===== src/rtl/package_feeder.sv =====
// Scale-bus feeder: queues {weight, hold} requests and plays each as a plateau then a zero gap.
// Latency: request accepted at edge k into an idle feeder drives weight after edge k+1.
// Backpressure: in_ready drops when the FIFO is full, or while reset is asserted. Optional FEEDER_CLASSIFY_EN adds exp_grp.

module package_feeder_fifo #(
    parameter int DEPTH = 4,
    parameter int W     = 16
) (
    input  logic         clk,
    input  logic         rst,
    input  logic         i_push,
    input  logic         i_pop,
    input  logic [W-1:0] i_dat,
    output logic [W-1:0] o_dat,
    output logic [3:0]   o_level,
    output logic         o_full,
    output logic         o_empty
);
    localparam int PW = (DEPTH > 1) ? $clog2(DEPTH) : 1;

    logic [W-1:0]  r_mem [DEPTH];
    logic [PW-1:0] r_wr_ptr;
    logic [PW-1:0] r_rd_ptr;
    logic [3:0]    r_count;
    logic          w_push;
    logic          w_pop;

    function automatic logic [PW-1:0] next_ptr(input logic [PW-1:0] p);
        return (p == PW'(DEPTH - 1)) ? '0 : p + PW'(1);
    endfunction

    assign o_full  = (r_count == 4'(DEPTH));
    assign o_empty = (r_count == 4'd0);
    assign o_level = r_count;
    assign o_dat   = r_mem[r_rd_ptr];
    // A full FIFO refuses a push even when a pop happens in the same cycle.
    assign w_push  = i_push && !o_full;
    assign w_pop   = i_pop && !o_empty;

    always_ff @(posedge clk) begin
        if (w_push) begin
            r_mem[r_wr_ptr] <= i_dat;
        end
    end

    always_ff @(posedge clk or posedge rst) begin
        if (rst) begin
            r_wr_ptr <= '0;
            r_rd_ptr <= '0;
            r_count  <= '0;
        end else begin
            if (w_push) r_wr_ptr <= next_ptr(r_wr_ptr);
            if (w_pop)  r_rd_ptr <= next_ptr(r_rd_ptr);
            case ({w_push, w_pop})
                2'b10:   r_count <= r_count + 4'd1;
                2'b01:   r_count <= r_count - 4'd1;
                default: r_count <= r_count;
            endcase
        end
    end
endmodule

module package_feeder #(
    parameter int DEPTH      = 4,
    parameter int GAP_CYCLES = 2
) (
    input  logic        clk,
    input  logic        reset,
    input  logic        in_valid,
    output logic        in_ready,
    input  logic [11:0] in_weight,
    input  logic [3:0]  in_hold,
    output logic [11:0] weight,
    output logic        busy,
    output logic [3:0]  level,
    output logic        pkt_done,
    output logic [7:0]  pkt_count,
    output logic        zero_drop
`ifdef FEEDER_CLASSIFY_EN
    ,
    output logic [2:0]  exp_grp
`endif
);
    typedef struct packed {
        logic [11:0] wt;
        logic [3:0]  hold;
    } entry_t;

    typedef enum logic [1:0] {
        S_IDLE = 2'd0,
        S_LOAD = 2'd1,
        S_GAP  = 2'd2
    } state_t;

    localparam int         GAP_EFF  = (GAP_CYCLES < 1) ? 1 : GAP_CYCLES;
    localparam logic [3:0] GAP_LAST = 4'(GAP_EFF - 1);

    state_t      r_state;
    state_t      w_next;
    logic [11:0] r_weight;
    logic [3:0]  r_hold_cnt;
    logic [3:0]  r_gap_cnt;
    logic        r_pkt_done;
    logic [7:0]  r_pkt_count;
    logic        r_zero_drop;

    logic        w_xfer;
    logic        w_push;
    logic        w_zero;
    logic        w_pop;
    logic        w_finish;
    logic        w_full;
    logic        w_empty;
    logic [3:0]  w_level;
    entry_t      w_in_ent;
    entry_t      w_head;

    assign in_ready = !reset && !w_full;
    assign w_xfer   = in_valid && in_ready;
    // Zero-weight requests complete the handshake but never reach the FIFO.
    assign w_push   = w_xfer && (in_weight != 12'd0);
    assign w_zero   = w_xfer && (in_weight == 12'd0);
    assign w_in_ent = '{wt: in_weight, hold: in_hold};

    package_feeder_fifo #(
        .DEPTH (DEPTH),
        .W     ($bits(entry_t))
    ) u_fifo (
        .clk     (clk),
        .rst     (reset),
        .i_push  (w_push),
        .i_pop   (w_pop),
        .i_dat   (w_in_ent),
        .o_dat   (w_head),
        .o_level (w_level),
        .o_full  (w_full),
        .o_empty (w_empty)
    );

    always_ff @(posedge clk or posedge reset) begin
        if (reset) r_state <= S_IDLE;
        else       r_state <= w_next;
    end

    always_comb begin
        w_next = r_state;
        case (r_state)
            S_IDLE: if (!w_empty) w_next = S_LOAD;
            S_LOAD: if (r_hold_cnt == 4'd0) w_next = S_GAP;
            S_GAP:  if (r_gap_cnt == 4'd0) w_next = w_empty ? S_IDLE : S_LOAD;
            default: w_next = S_IDLE;
        endcase
    end

    always_comb begin
        w_pop    = 1'b0;
        w_finish = 1'b0;
        case (r_state)
            S_IDLE: w_pop    = !w_empty;
            S_LOAD: w_finish = (r_hold_cnt == 4'd0);
            S_GAP:  w_pop    = (r_gap_cnt == 4'd0) && !w_empty;
            default: ;
        endcase
    end

`ifdef FEEDER_CLASSIFY_EN
    logic [2:0] r_exp_grp;

    function automatic logic [2:0] classify(input logic [11:0] w);
        if (w == 12'd0)        return 3'd0;
        else if (w <= 12'd250)  return 3'd1;
        else if (w <= 12'd500)  return 3'd2;
        else if (w <= 12'd750)  return 3'd3;
        else if (w <= 12'd1500) return 3'd4;
        else if (w <= 12'd2000) return 3'd5;
        else                    return 3'd6;
    endfunction

    always_ff @(posedge clk or posedge reset) begin
        if (reset)         r_exp_grp <= 3'd0;
        else if (w_finish) r_exp_grp <= classify(r_weight);
    end

    assign exp_grp = r_exp_grp;
`endif

    always_ff @(posedge clk or posedge reset) begin
        if (reset) begin
            r_weight    <= '0;
            r_hold_cnt  <= '0;
            r_gap_cnt   <= '0;
            r_pkt_done  <= 1'b0;
            r_pkt_count <= '0;
            r_zero_drop <= 1'b0;
        end else begin
            r_pkt_done  <= w_finish;
            r_zero_drop <= w_zero;
            if (w_pop) begin
                // Stored hold 0 means a one-cycle plateau.
                r_weight   <= w_head.wt;
                r_hold_cnt <= (w_head.hold == 4'd0) ? 4'd0 : w_head.hold - 4'd1;
            end else if (w_finish) begin
                r_weight    <= '0;
                r_gap_cnt   <= GAP_LAST;
                r_pkt_count <= r_pkt_count + 8'd1;
            end else begin
                if (r_state == S_LOAD && r_hold_cnt != 4'd0) r_hold_cnt <= r_hold_cnt - 4'd1;
                if (r_state == S_GAP && r_gap_cnt != 4'd0)   r_gap_cnt  <= r_gap_cnt - 4'd1;
            end
        end
    end

    assign weight    = r_weight;
    assign busy      = !w_empty || (r_state != S_IDLE);
    assign level     = w_level;
    assign pkt_done  = r_pkt_done;
    assign pkt_count = r_pkt_count;
    assign zero_drop = r_zero_drop;
endmodule


===== config.mk =====
export PLATFORM = sky130hd
export DESIGN_NAME = package_feeder
export DESIGN_NICKNAME = d
export VERILOG_FILES = /design/src/rtl/package_feeder.sv
export SDC_FILE = /design/constraint.sdc
export NUM_CORES = 1
export LEC_CHECK = 0
export BUFFER_PORTS_ARGS = -buffer_cell sky130_fd_sc_hd__buf_4
export CORE_MARGIN = 2
export CORE_UTILIZATION = 58
export CTS_CLUSTER_DIAMETER = 30
export DETAILED_ROUTE_END_ITERATION = 7
export GPL_TIMING_DRIVEN = 0
export PLACE_DENSITY_LB_ADDON = 0.12
export SLEW_MARGIN = 0
export SYNTH_ARGS = -nofsm -noshare
export SYNTH_HDL_FRONTEND = slang
export SYNTH_SLANG_ARGS = --single-unit

===== constraint.sdc =====
create_clock -name clk -period 3.14 [get_ports clk]
set_input_delay 0.314 -clock clk [delete_from_list [all_inputs] [get_ports clk]]
set_output_delay 0.314 -clock clk [all_outputs]
set_load 0.01 [all_outputs]

After elaboration in Yosys (flattened, before gate mapping)
Memory sizes are Yosys's and may differ from the RTL's.
Cells that the tools add are included.
{ "word_totals": {"regBits": 40, "input_bits": 19, "output_inout_bits": 28, "ram_bits": 64, "memories": 1, "elab_cells": 82} }
{ "memory_table": {"columns": ["name", "words", "word_bits", "read_ports", "rd_ports_with_merged_regs", "write_ports", "line", "text"], "rows": [
  ["u_fifo.r_mem", 4, 16, 1, 0, 1, "21", "logic [W-1:0] r_mem [DEPTH];"]
]} }
{ "op_classes": {"mux": 20, "addsub": 8, "n_eq_ne": 11, "reduce_logical": 31, "n_bitwise": 1} }
{ "ops": {"columns": ["operator", "count"], "rows": [
  ["$mux W12", 2],
  ["$mux W4", 6],
  ["$logic_not A4 Y1", 4],
  ["$sub A4 B1 Y4 const B", 4],
  ["$logic_not A12 Y1", 1],
  ["$reduce_bool A12 Y1", 1],
  ["$mux W2", 5],
  ["$reduce_bool A2 Y1", 5],
  ["$logic_and A1 B1 Y1", 9],
  ["$add A8 B1 Y8 const B", 1],
  ["$eq A2 B2 Y1 const B", 4],
  ["$pmux W4 S2", 1],
  ["$reduce_bool A4 Y1", 2],
  ["$ne A2 B2 Y1 const B", 3],
  ["$pmux W2 S3", 1],
  ["$reduce_and A2 Y1", 3],
  ["$add A2 B1 Y2 const B", 2],
  ["$add A4 B1 Y4 const B", 1],
  ["$eq A2 B1 Y1 const B", 2],
  ["$eq A4 B3 Y1 const B", 1],
  ["$mux W1", 4],
  ["$logic_not A1 Y1", 3],
  ["$reduce_and A3 Y1", 1],
  ["$logic_not A2 Y1", 1],
  ["4 further kinds", 4]
]} }

Depth between registers and ports, before layout
Gate-level depths: netlist of run 1.
{ "depth": {"word_depth": 8, "ltp_mapped": 13, "depth_no_buf": 11} }

Hierarchy
A second synthesis of run 1 with hierarchy kept.
{ "hier_totals": {"hier_cells": 299, "area_unflattened_um2": 4458.0} }
{ "by_module_without_submodules": {"columns": ["mod", "instances", "area_each_um2", "seq_area_each_um2", "cells_each"], "rows": [
  ["package_feeder_fifo", 1, 2922.8, 2122.0, 143],
  ["package_feeder", 1, 1535.2, 800.8, 156]
]} }

Least setup slack after synthesis of run 1
Ideal clock, no wire load.
{ "synth_path": {"kind": "reg2reg", "startpoint": "register r_gap_cnt[0]", "endpoint": "register u_fifo.r_count[2] (netlist: u_fifo.o_level[2])", "slack_ns": 0.459, "arrival_time_ns": 2.550, "setup_ns": 0.131, "stages_incl_launch_ff": 13, "path_cell_list": "dfrtp_1 > inv_1 > ha_1 > or3b_4 > a211oi_4 > buf_4 > ha_1 > xor2_1 > ha_1 > a21oi_1 > xor2_1 > nor2_1 > xor2_1"} }
{ "synth_via": {"elab_chain_cells": 6} }
{ "synth_rtl": {"columns": ["item", "line", "text"], "rows": [
  ["from (decl)", "102", "logic [3:0] r_gap_cnt;"],
  ["from (signal assigned)", "208", "if (r_state == S_GAP && r_gap_cnt != 4'd0) r_gap_cnt <= r_gap_cnt - 4'd1;"],
  ["$logic_not A4 Y1 *", "161", "S_GAP: w_pop = (r_gap_cnt == 4'd0) && !w_empty;"],
  ["$logic_and A1 B1 Y1 *", "161", null],
  ["$pmux W1 S2 *", "158", "case (r_state)"],
  ["$logic_and A1 B1 Y1 *", "38", "assign w_pop = i_pop && !o_empty;"],
  ["named net u_fifo.w_pop", "26", "logic w_pop;"],
  ["$eq A2 B1 Y1 or $eq A2 B2 Y1 (tied branches)", "54", "case ({w_push, w_pop})"],
  ["$pmux W4 S2 or $reduce_bool A2 Y1 (tied branches)", null, null],
  ["to (signal assigned)", "55", "2'b10: r_count <= r_count + 4'd1;"],
  ["to (signal assigned)", "56", "2'b01: r_count <= r_count - 4'd1;"],
  ["to (signal assigned)", "57", "default: r_count <= r_count;"],
  ["to (decl)", "24", "logic [3:0] r_count;"]
]} }
The timed path passes the listed nets; every way through them passes the cells marked *.
A chain may end at the register's enable or synchronous reset.

Final worst setup path of run 1
Ends and elaborated chain as after synthesis.

==> results of run 1 <==
[cell type report]
| class | instances | area share |
|---|---|---|
| sequential | 104 | 0.5795 |
| inverter | 10 | 0.007442 |
| buffer | 10 | 0.01240 |
| tap | 99 | 0.02456 |
| multi-input combinational | 168 | 0.2674 |
| clock inverter | 6 | 0.01191 |
| clock buffer | 10 | 0.02530 |
| timing repair buffer | 48 | 0.07145 |
[worst register-to-register path, stage by stage (launching register included)]
cell and delay (ns):
sky130_fd_sc_hd__dfrtp_1 0.42, sky130_fd_sc_hd__inv_1 0.09, sky130_fd_sc_hd__ha_1 0.17, sky130_fd_sc_hd__or3b_4 0.41, sky130_fd_sc_hd__a211oi_4 0.30, sky130_fd_sc_hd__buf_4 0.24, sky130_fd_sc_hd__ha_1 0.28, sky130_fd_sc_hd__xor2_1 0.10
sky130_fd_sc_hd__ha_1 0.18, sky130_fd_sc_hd__a21oi_1 0.14, sky130_fd_sc_hd__xor2_1 0.16, sky130_fd_sc_hd__nor2_1 0.06, sky130_fd_sc_hd__xor2_1 0.13
[final timing paths]
check	start	to	slack [ns]	cells past startpoint
max in group asynchronous	reset	weight[5]	2.48	2
hold reg to reg	pkt_count[7]	pkt_count[7]	0.47	1
hold / removal	reset	u_fifo.r_wr_ptr[1]	0.12	2
setup / recovery	r_gap_cnt[0]	u_fifo.o_level[2]	0.35	12
min in group clk	in_hold[2]	u_fifo.r_mem[3][2]	0.14	1
setup reg to reg	r_gap_cnt[0]	u_fifo.o_level[2]	0.35	12
[per-stage QoR]
stage	power (mW)	area (sq um)	std cells	setup slack, ns	hold slack (ns)
finish	4.353	5044	455	0.3460	0.1233
global route	4.634	5044	455	0.1724	0.1179
CTS	4.376	5029	453	0.1113	0.1205
detailed placement	3.593	4841	437	0.1154	0.4631
global placement	3.525	4841	437	0.1994	0.4592
floorplan	3.070	4372	292	0.4588	0.4129
[per-layer routing]
metal / track usage / part of all wire / vias up / wire length (um)
met1: 0.2566 / 0.46 / 1209 / 3433
li1: - / - / 1182 / -
met5: 0 / 0 / - / 0
met4: 0.05303 / 0.0086 / 0 / 64
met2: 0.3302 / 0.49 / 52 / 3644
met3: 0.05259 / 0.041 / 7 / 302
[kinds of logic (layout without fill, tap and decap cells)]
| family | count (synthesis) | count (layout) | share of synthesized area |
|---|---|---|---|
| xor+xnor | 16 | 16 | 0.03206 |
| mux | 23 | 23 | 0.09989 |
| flops | 104 | 104 | 0.6686 |
| compound gates | 31 | 31 | 0.04322 |
| buf+inv | 20 | 84 | 0.02290 |
| simple gates | 85 | 85 | 0.09617 |
| fa+ha+maj | 13 | 13 | 0.03721 |
[sequential cells by signal (all words and copies together), names as in the netlist]
| signal | cells |
|---|---|
| u_fifo.r_mem | 64 |
| weight | 12 |
| pkt_count | 8 |
| r_gap_cnt | 4 |
| r_hold_cnt | 4 |
| u_fifo.o_level | 4 |
| r_state | 2 |
| u_fifo.r_rd_ptr | 2 |
| u_fifo.r_wr_ptr | 2 |
| pkt_done | 1 |
| zero_drop | 1 |
[power groups by stage]
stage | Combinational, mW | Sequential, mW | Clock (mW)
after floorplan | 1.07 | 2.00 | 0
after CTS | 1.61 | 1.96 | 0.807
final | 1.60 | 1.96 | 0.788
after global routing | 1.78 | 2.00 | 0.861
after global placement | 1.55 | 1.98 | 0
after detailed placement | 1.60 | 1.99 | 0
[cells in the final DEF (no fill, tap or decap), types with 2 or more instances in the layout]
master | synthesis | routed
sky130_fd_sc_hd__edfxtp_1 | 64 | 64
sky130_fd_sc_hd__buf_4 | 2 | 50
sky130_fd_sc_hd__dfrtp_1 | 40 | 40
sky130_fd_sc_hd__nand2_1 | 38 | 38
sky130_fd_sc_hd__mux4_2 | 16 | 16
sky130_fd_sc_hd__o21ai_0 | 15 | 15
sky130_fd_sc_hd__ha_1 | 13 | 13
sky130_fd_sc_hd__nor2_1 | 11 | 11
sky130_fd_sc_hd__xor2_1 | 9 | 9
sky130_fd_sc_hd__inv_1 | 10 | 9
sky130_fd_sc_hd__clkbuf_8 | 0 | 9
sky130_fd_sc_hd__xnor2_1 | 7 | 7
sky130_fd_sc_hd__a21oi_1 | 6 | 6
sky130_fd_sc_hd__clkbuf_1 | 4 | 5
sky130_fd_sc_hd__nor3_1 | 5 | 5
sky130_fd_sc_hd__nand3_1 | 5 | 5
sky130_fd_sc_hd__mux2_2 | 5 | 5
sky130_fd_sc_hd__and2_1 | 5 | 5
sky130_fd_sc_hd__inv_6 | 0 | 5
sky130_fd_sc_hd__nor2b_1 | 3 | 3
sky130_fd_sc_hd__nor3b_1 | 3 | 3
sky130_fd_sc_hd__nor4_1 | 3 | 3
sky130_fd_sc_hd__o21a_1 | 3 | 3
sky130_fd_sc_hd__buf_2 | 2 | 2
sky130_fd_sc_hd__buf_6 | 2 | 2
sky130_fd_sc_hd__o21ai_1 | 2 | 2
sky130_fd_sc_hd__nand4_1 | 2 | 2
sky130_fd_sc_hd__nand2b_1 | 2 | 2
sky130_fd_sc_hd__mux2i_1 | 2 | 2
sky130_fd_sc_hd__o211ai_1 | 2 | 2
==> results.rst, run 1 <==
.. list-table::
   :header-rows: 1

   * - Metric
     - Value
   * - Final Hold Violating Endpoints
     - 0
   * - Unrepaired setup endpoints after global routing
     - false
   * - Sequential cell area
     - 2923 sq um
   * - Final clock period utilization by the worst path
     - 0.8898
   * - TritonCTS Sinks
     - between 100 and 150
   * - Starting Density
     - 0.5995
   * - Post-synthesis area per instance
     - around 15 sq um
   * - First-pass GRT wire length
     - 12.37 mm
   * - Synth warnings
     - 0
   * - Share of cells above drive strength 1
     - 0.2669
   * - Die Ht
     - a little over 90 um
   * - Most frequent cell after synthesis
     - sky130_fd_sc_hd__edfxtp_1
   * - Count of flip-flops with a built-in enable after synthesis
     - 64
   * - Worst EP arrival
     - just over 3 ns
   * - Gate count after technology mapping
     - a little under 300
   * - Fin Clk Skew
     - 0.01655 ns
   * - Area of combinational cells with multiple inputs
     - about 1300 sq um
   * - Cell internal power dissipation
     - 2.858 mW
   * - Routed wire length per instance
     - roughly 16 um
   * - Setup TNS after final layout
     - 0 ns
   * - Die Outline Area
     - 8248 sq um
   * - Total global routing overflow
     - 0
   * - Area growth, synth to finish
     - 15.37%
   * - Pin count of the biggest net entering global routing
     - 41
   * - Area fraction of the dominant cell type after synthesis
     - 0.4396
   * - Placeable Area
     - 7292 sq um
   * - Kind of path behind the tightest hold check
     - in -> async
   * - CP max-delay cell
     - sky130_fd_sc_hd__dfrtp_1
   * - Total number of placement rows
     - 31
   * - Horizontal die dimension
     - 90.82 um
   * - Combinational group share of total power
     - 0.368
   * - Seq cells post-synth
     - 104
   * - Largest stage delay on the critical path
     - 0.42 ns
   * - Initial antenna violation count
     - 0
   * - Area leader, netlist
     - sky130_fd_sc_hd__edfxtp_1
   * - Fraction of power spent switching nets
     - 0.3434
   * - Yosys cell types
     - 39
   * - 1st-iter DRT viols
     - 119
   * - Startpoint type of the worst setup path
     - flip-flop
   * - Number of global-route vias before repair
     - 2453
   * - Clock tree from TritonCTS
     - done
   * - Sequential fraction of design power
     - 0.451
   * - Number of DRC violations after detailed routing
     - 0
   * - Register clock-pin slew on the reported worst setup and hold paths
     - about 0.11 ns
   * - Leakage component of the power
     - 2.001 nW
   * - Placer congestion estimate
     - 0.7876
   * - Diode insertion count for antenna repair
     - 0
   * - Number of antenna-violating nets in the routed design
     - 0
   * - Max_cap viols
     - 0
   * - Vias per inst
     - 5.385
   * - Half-perimeter wire length of the detailed placement result
     - 5.113 mm
   * - Number of nets in the synthesized netlist
     - 324
   * - Share of flip-flops with an asynchronous set or reset
     - 0.3846
   * - CTS root buffer
     - sky130_fd_sc_hd__clkbuf_8
   * - Htree depth
     - 3
   * - PortBufs
     - 46
   * - Sequential cell area fraction in the yosys report
     - 0.6686
   * - Most used flip-flop cell after synthesis
     - sky130_fd_sc_hd__edfxtp_1
   * - GRT Resource Usage Total
     - 0.1966
   * - Ranking of synthesized cells by instance count
     - sky130_fd_sc_hd__edfxtp_1 (64), sky130_fd_sc_hd__dfrtp_1 (40), sky130_fd_sc_hd__nand2_1 (38)
   * - Later-pin clock latency in the skew report
     - 0.37 ns
   * - Post CTS Setup Buffer Count
     - 0
   * - Worst slew pin tran
     - 0.8873 ns
   * - Maximum VDD drop
     - 0.0004212 V
   * - Category of cells accounting for the largest share of critical-path delay
     - adder cells
   * - Total length of routed wires
     - about 7.4 mm
   * - Critical Path, Cell by Cell
     - inv_1 -> ha_1 -> or3b_4 -> a211oi_4 -> buf_4 -> ha_1 -> xor2_1 -> ha_1 -> a21oi_1 -> xor2_1 -> nor2_1 -> xor2_1
   * - Hold-fix buffers at CTS
     - 0
   * - Critical path data required time
     - 3.39 ns
   * - First-pass DRT Iterations
     - 4
   * - Clock share of power
     - 0.181
   * - Critical path class
     - reg -> reg
   * - Shortest clock period the worst path allows after layout
     - 2.794 ns
   * - Longest Clk Path Bufs
     - 2
   * - Num CTS Buffers
     - 9
   * - Number of nets in the finished design
     - 383
   * - Endpoint type of the worst setup path
     - flip-flop
   * - P_sw
     - around 1.5 mW
   * - Number of ports placed on the die boundary
     - 47
   * - Worst relative slew slack
     - 0.4085
   * - Filler instances
     - 530
   * - Resize count post-CTS
     - 0
   * - Outcome
     - finished, final reports clean
   * - Detailed-route via count
     - ~2500
   * - Power density normalized to cell area
     - 863.0 nW/um^2
   * - Post-synth design cell area
     - between 4000 and 5000 sq um
   * - Highest achievable clock rate
     - 357.9 MHz
   * - Maximum fanout count along the critical path
     - 11
   * - Number of buffers and inverters on the critical path
     - 2
   * - Max-slew violations
     - 0
   * - Post-Route Utilization
     - 0.6917
   * - Largest cells by area after synthesis
     - sky130_fd_sc_hd__edfxtp_1 (44%), sky130_fd_sc_hd__dfrtp_1 (23%), sky130_fd_sc_hd__mux4_2 (8.2%)
   * - Total setup violations reported at the end of the flow
     - 0
Power figures use the tool's default switching activity.
==> inputs of run 2 (changes only) <==
BUFFER_PORTS_ARGS = -buffer_cell sky130_fd_sc_hd__buf_2   (was -buffer_cell sky130_fd_sc_hd__buf_4)
==> run 2 against run 1 <==
Effect of this change:
- sequential power about the same
- non-clock buffer count rose by 2
- global-route usage is 0.13 points lower
- utilization shrank 1.5 points
- clock power fell by 2%
- sequential cell count is the same
- via count is 0.49% higher
- register-to-register slack lost 0.02 ns
- clock skew down 0.0041 ns
- first-iteration DRC count shrank 16%
- sequential share of layout area grew 1.3 points
- critical path type unchanged
- critical endpoint unchanged
- highest routed layer unchanged
==> results.rst, run 2 (synthesized netlist as in run 1, its figures left out) <==
.. list-table::
   :header-rows: 1

   * - Metric
     - Value
   * - Total number of placement rows
     - 31
   * - Shortest clock period the worst path allows after layout
     - 2.816 ns
   * - Final clock period utilization by the worst path
     - 0.8968
   * - Share of cells above drive strength 1
     - 0.2709
   * - First-pass GRT wire length
     - roughly 12 mm
   * - Area growth, synth to finish
     - 12.91%
   * - Clock tree from TritonCTS
     - done
   * - Die Outline Area
     - 8248 sq um
   * - Worst EP arrival
     - approximately 3.1 ns
   * - First-pass DRT Iterations
     - 4
   * - Max-slew violations
     - 0
   * - Filler instances
     - 557
   * - Num CTS Buffers
     - 9
   * - Maximum fanout count along the critical path
     - 11
   * - Area of combinational cells with multiple inputs
     - 1349 sq um
   * - CP max-delay cell
     - sky130_fd_sc_hd__dfrtp_1
   * - Sequential cell area
     - around 3000 sq um
   * - Number of ports placed on the die boundary
     - 47
   * - Diode insertion count for antenna repair
     - 0
   * - Number of global-route vias before repair
     - 2473
   * - Setup TNS after final layout
     - 0 ns
   * - Leakage component of the power
     - just under 2 nW
   * - Endpoint type of the worst setup path
     - flip-flop
   * - Total global routing overflow
     - 0
   * - 1st-iter DRT viols
     - 100
   * - Kind of path behind the tightest hold check
     - in -> async
   * - Routed wire length per instance
     - 16.60 um
   * - Initial antenna violation count
     - 0
   * - Hold-fix buffers at CTS
     - 0
   * - Largest stage delay on the critical path
     - 0.42 ns
   * - Category of cells accounting for the largest share of critical-path delay
     - adder cells
   * - PortBufs
     - between 40 and 50
   * - TritonCTS Sinks
     - 104
   * - Longest Clk Path Bufs
     - 2
   * - GRT Resource Usage Total
     - 0.1953
   * - Placer congestion estimate
     - 0.7804
   * - Final Hold Violating Endpoints
     - 0
   * - Highest achievable clock rate
     - 355.1 MHz
   * - Cell total after placement
     - 437
   * - Placeable Area
     - 7292 sq um
   * - Startpoint type of the worst setup path
     - flip-flop
   * - Number of DRC violations after detailed routing
     - 0
   * - Number of flip-flops under the largest register name
     - 64
   * - Vias per inst
     - 5.387
   * - Number of antenna-violating nets in the routed design
     - 0
   * - Total setup violations reported at the end of the flow
     - 0
   * - CTS root buffer
     - sky130_fd_sc_hd__clkbuf_8
   * - Final non-filler cell total
     - 457
   * - Outcome
     - finished, final reports clean
   * - WHS
     - around 0.12 ns
   * - Total length of routed wires
     - 7.585 mm
   * - Pin count of the biggest net entering global routing
     - 41
   * - Htree depth
     - 3
   * - Starting Density
     - 0.5995
   * - Leading cell types in the layout, fill and taps excluded
     - sky130_fd_sc_hd__edfxtp_1 (64), sky130_fd_sc_hd__buf_2 (48), sky130_fd_sc_hd__dfrtp_1 (40), sky130_fd_sc_hd__nand2_1 (38), sky130_fd_sc_hd__mux4_2 (16)
   * - Fin Clk Skew
     - around 0.012 ns
   * - Commonest non-fill, non-tap cell in the layout
     - sky130_fd_sc_hd__edfxtp_1
   * - Number of buffers and inverters on the critical path
     - 2
   * - Critical Path, Cell by Cell
     - inv_1 -> ha_1 -> or3b_4 -> a211oi_4 -> buf_4 -> ha_1 -> xor2_1 -> ha_1 -> a21oi_1 -> xor2_1 -> nor2_1 -> xor2_1
   * - Later-pin clock latency in the skew report
     - 0.36 ns
   * - Post-Route Utilization
     - 0.6769
   * - Detailed-route via count
     - 2462
   * - Critical path data required time
     - 3.39 ns
   * - Die Ht
     - roughly 90 um
   * - Unrepaired setup endpoints after global routing
     - false
   * - Critical path class
     - reg -> reg
   * - Register clock-pin slew on the reported worst setup and hold paths
     - between 0.1 and 0.15 ns
   * - R2R depth
     - 12
   * - Horizontal die dimension
     - roughly 91 um
   * - Maximum VDD drop
     - 0.0004039 V
   * - Number of nets in the finished design
     - 385
   * - Worst slew pin tran
     - roughly 0.85 ns
   * - Worst relative slew slack
     - 0.4333
   * - Max_cap viols
     - 0
   * - Half-perimeter wire length of the detailed placement result
     - 5.172 mm
   * - Power density normalized to cell area
     - 866.7 nW/um^2
   * - Biggest register
     - u_fifo.r_mem
   * - Critical Path Stages
     - 12
-- run 2: power by group --
group,total [mW],internal [mW],switching [mW]
combinational,1.54,0.731,0.813
clock,0.774,0.300,0.474
sequential,1.96,1.76,0.202
-- run 2: what timing repair did --
| item | in CTS | in global routing |
|---|---|---|
| setup buffers | 0 | 4 |
| setup endpoints to repair | 0 | 1 |
| resized for setup | 0 | 0 |
-- run 2: layer usage --
layer	GRT usage	vias up	routed length (um)
met1	0.2760	1213	3497
met2	0.3109	59	3711
met3	0.04341	5	311
met5	0	-	0
li1	-	1185	-
met4	0.05556	0	65
-- run 2: metrics by stage --
stage               instance area [sq um]  power [mW]  worst slack, ns
floorplan                            4372       3.070           0.4588
CTS                                  4906       4.271           0.1530
finish                               4936       4.278           0.3241
global placement                     4726       3.450           0.2076
global route                         4936       4.561           0.1472
detailed placement                   4726       3.513           0.1587
-- run 2: layout make-up --
cell class	count	area share
plain buffers	10	0.01267
clock buffers	10	0.02586
clock inverters	6	0.01065
inverters	10	0.007605
multi-input cells	168	0.2733
flip-flops and latches	104	0.5921
well taps	99	0.02510
repair buffers	50	0.05273
-- run 2: final timing paths --
kind | start | end | slack (ns)
min reg2reg | pkt_count[7] | pkt_count[7] | 0.47
min | reset | r_gap_cnt[3] | 0.12
max reg2reg | r_gap_cnt[0] | u_fifo.o_level[2] | 0.32
max | r_gap_cnt[0] | u_fifo.o_level[2] | 0.32
min in group clk | in_valid | zero_drop | 0.16
max in group asynchronous | reset | weight[1] | 2.47
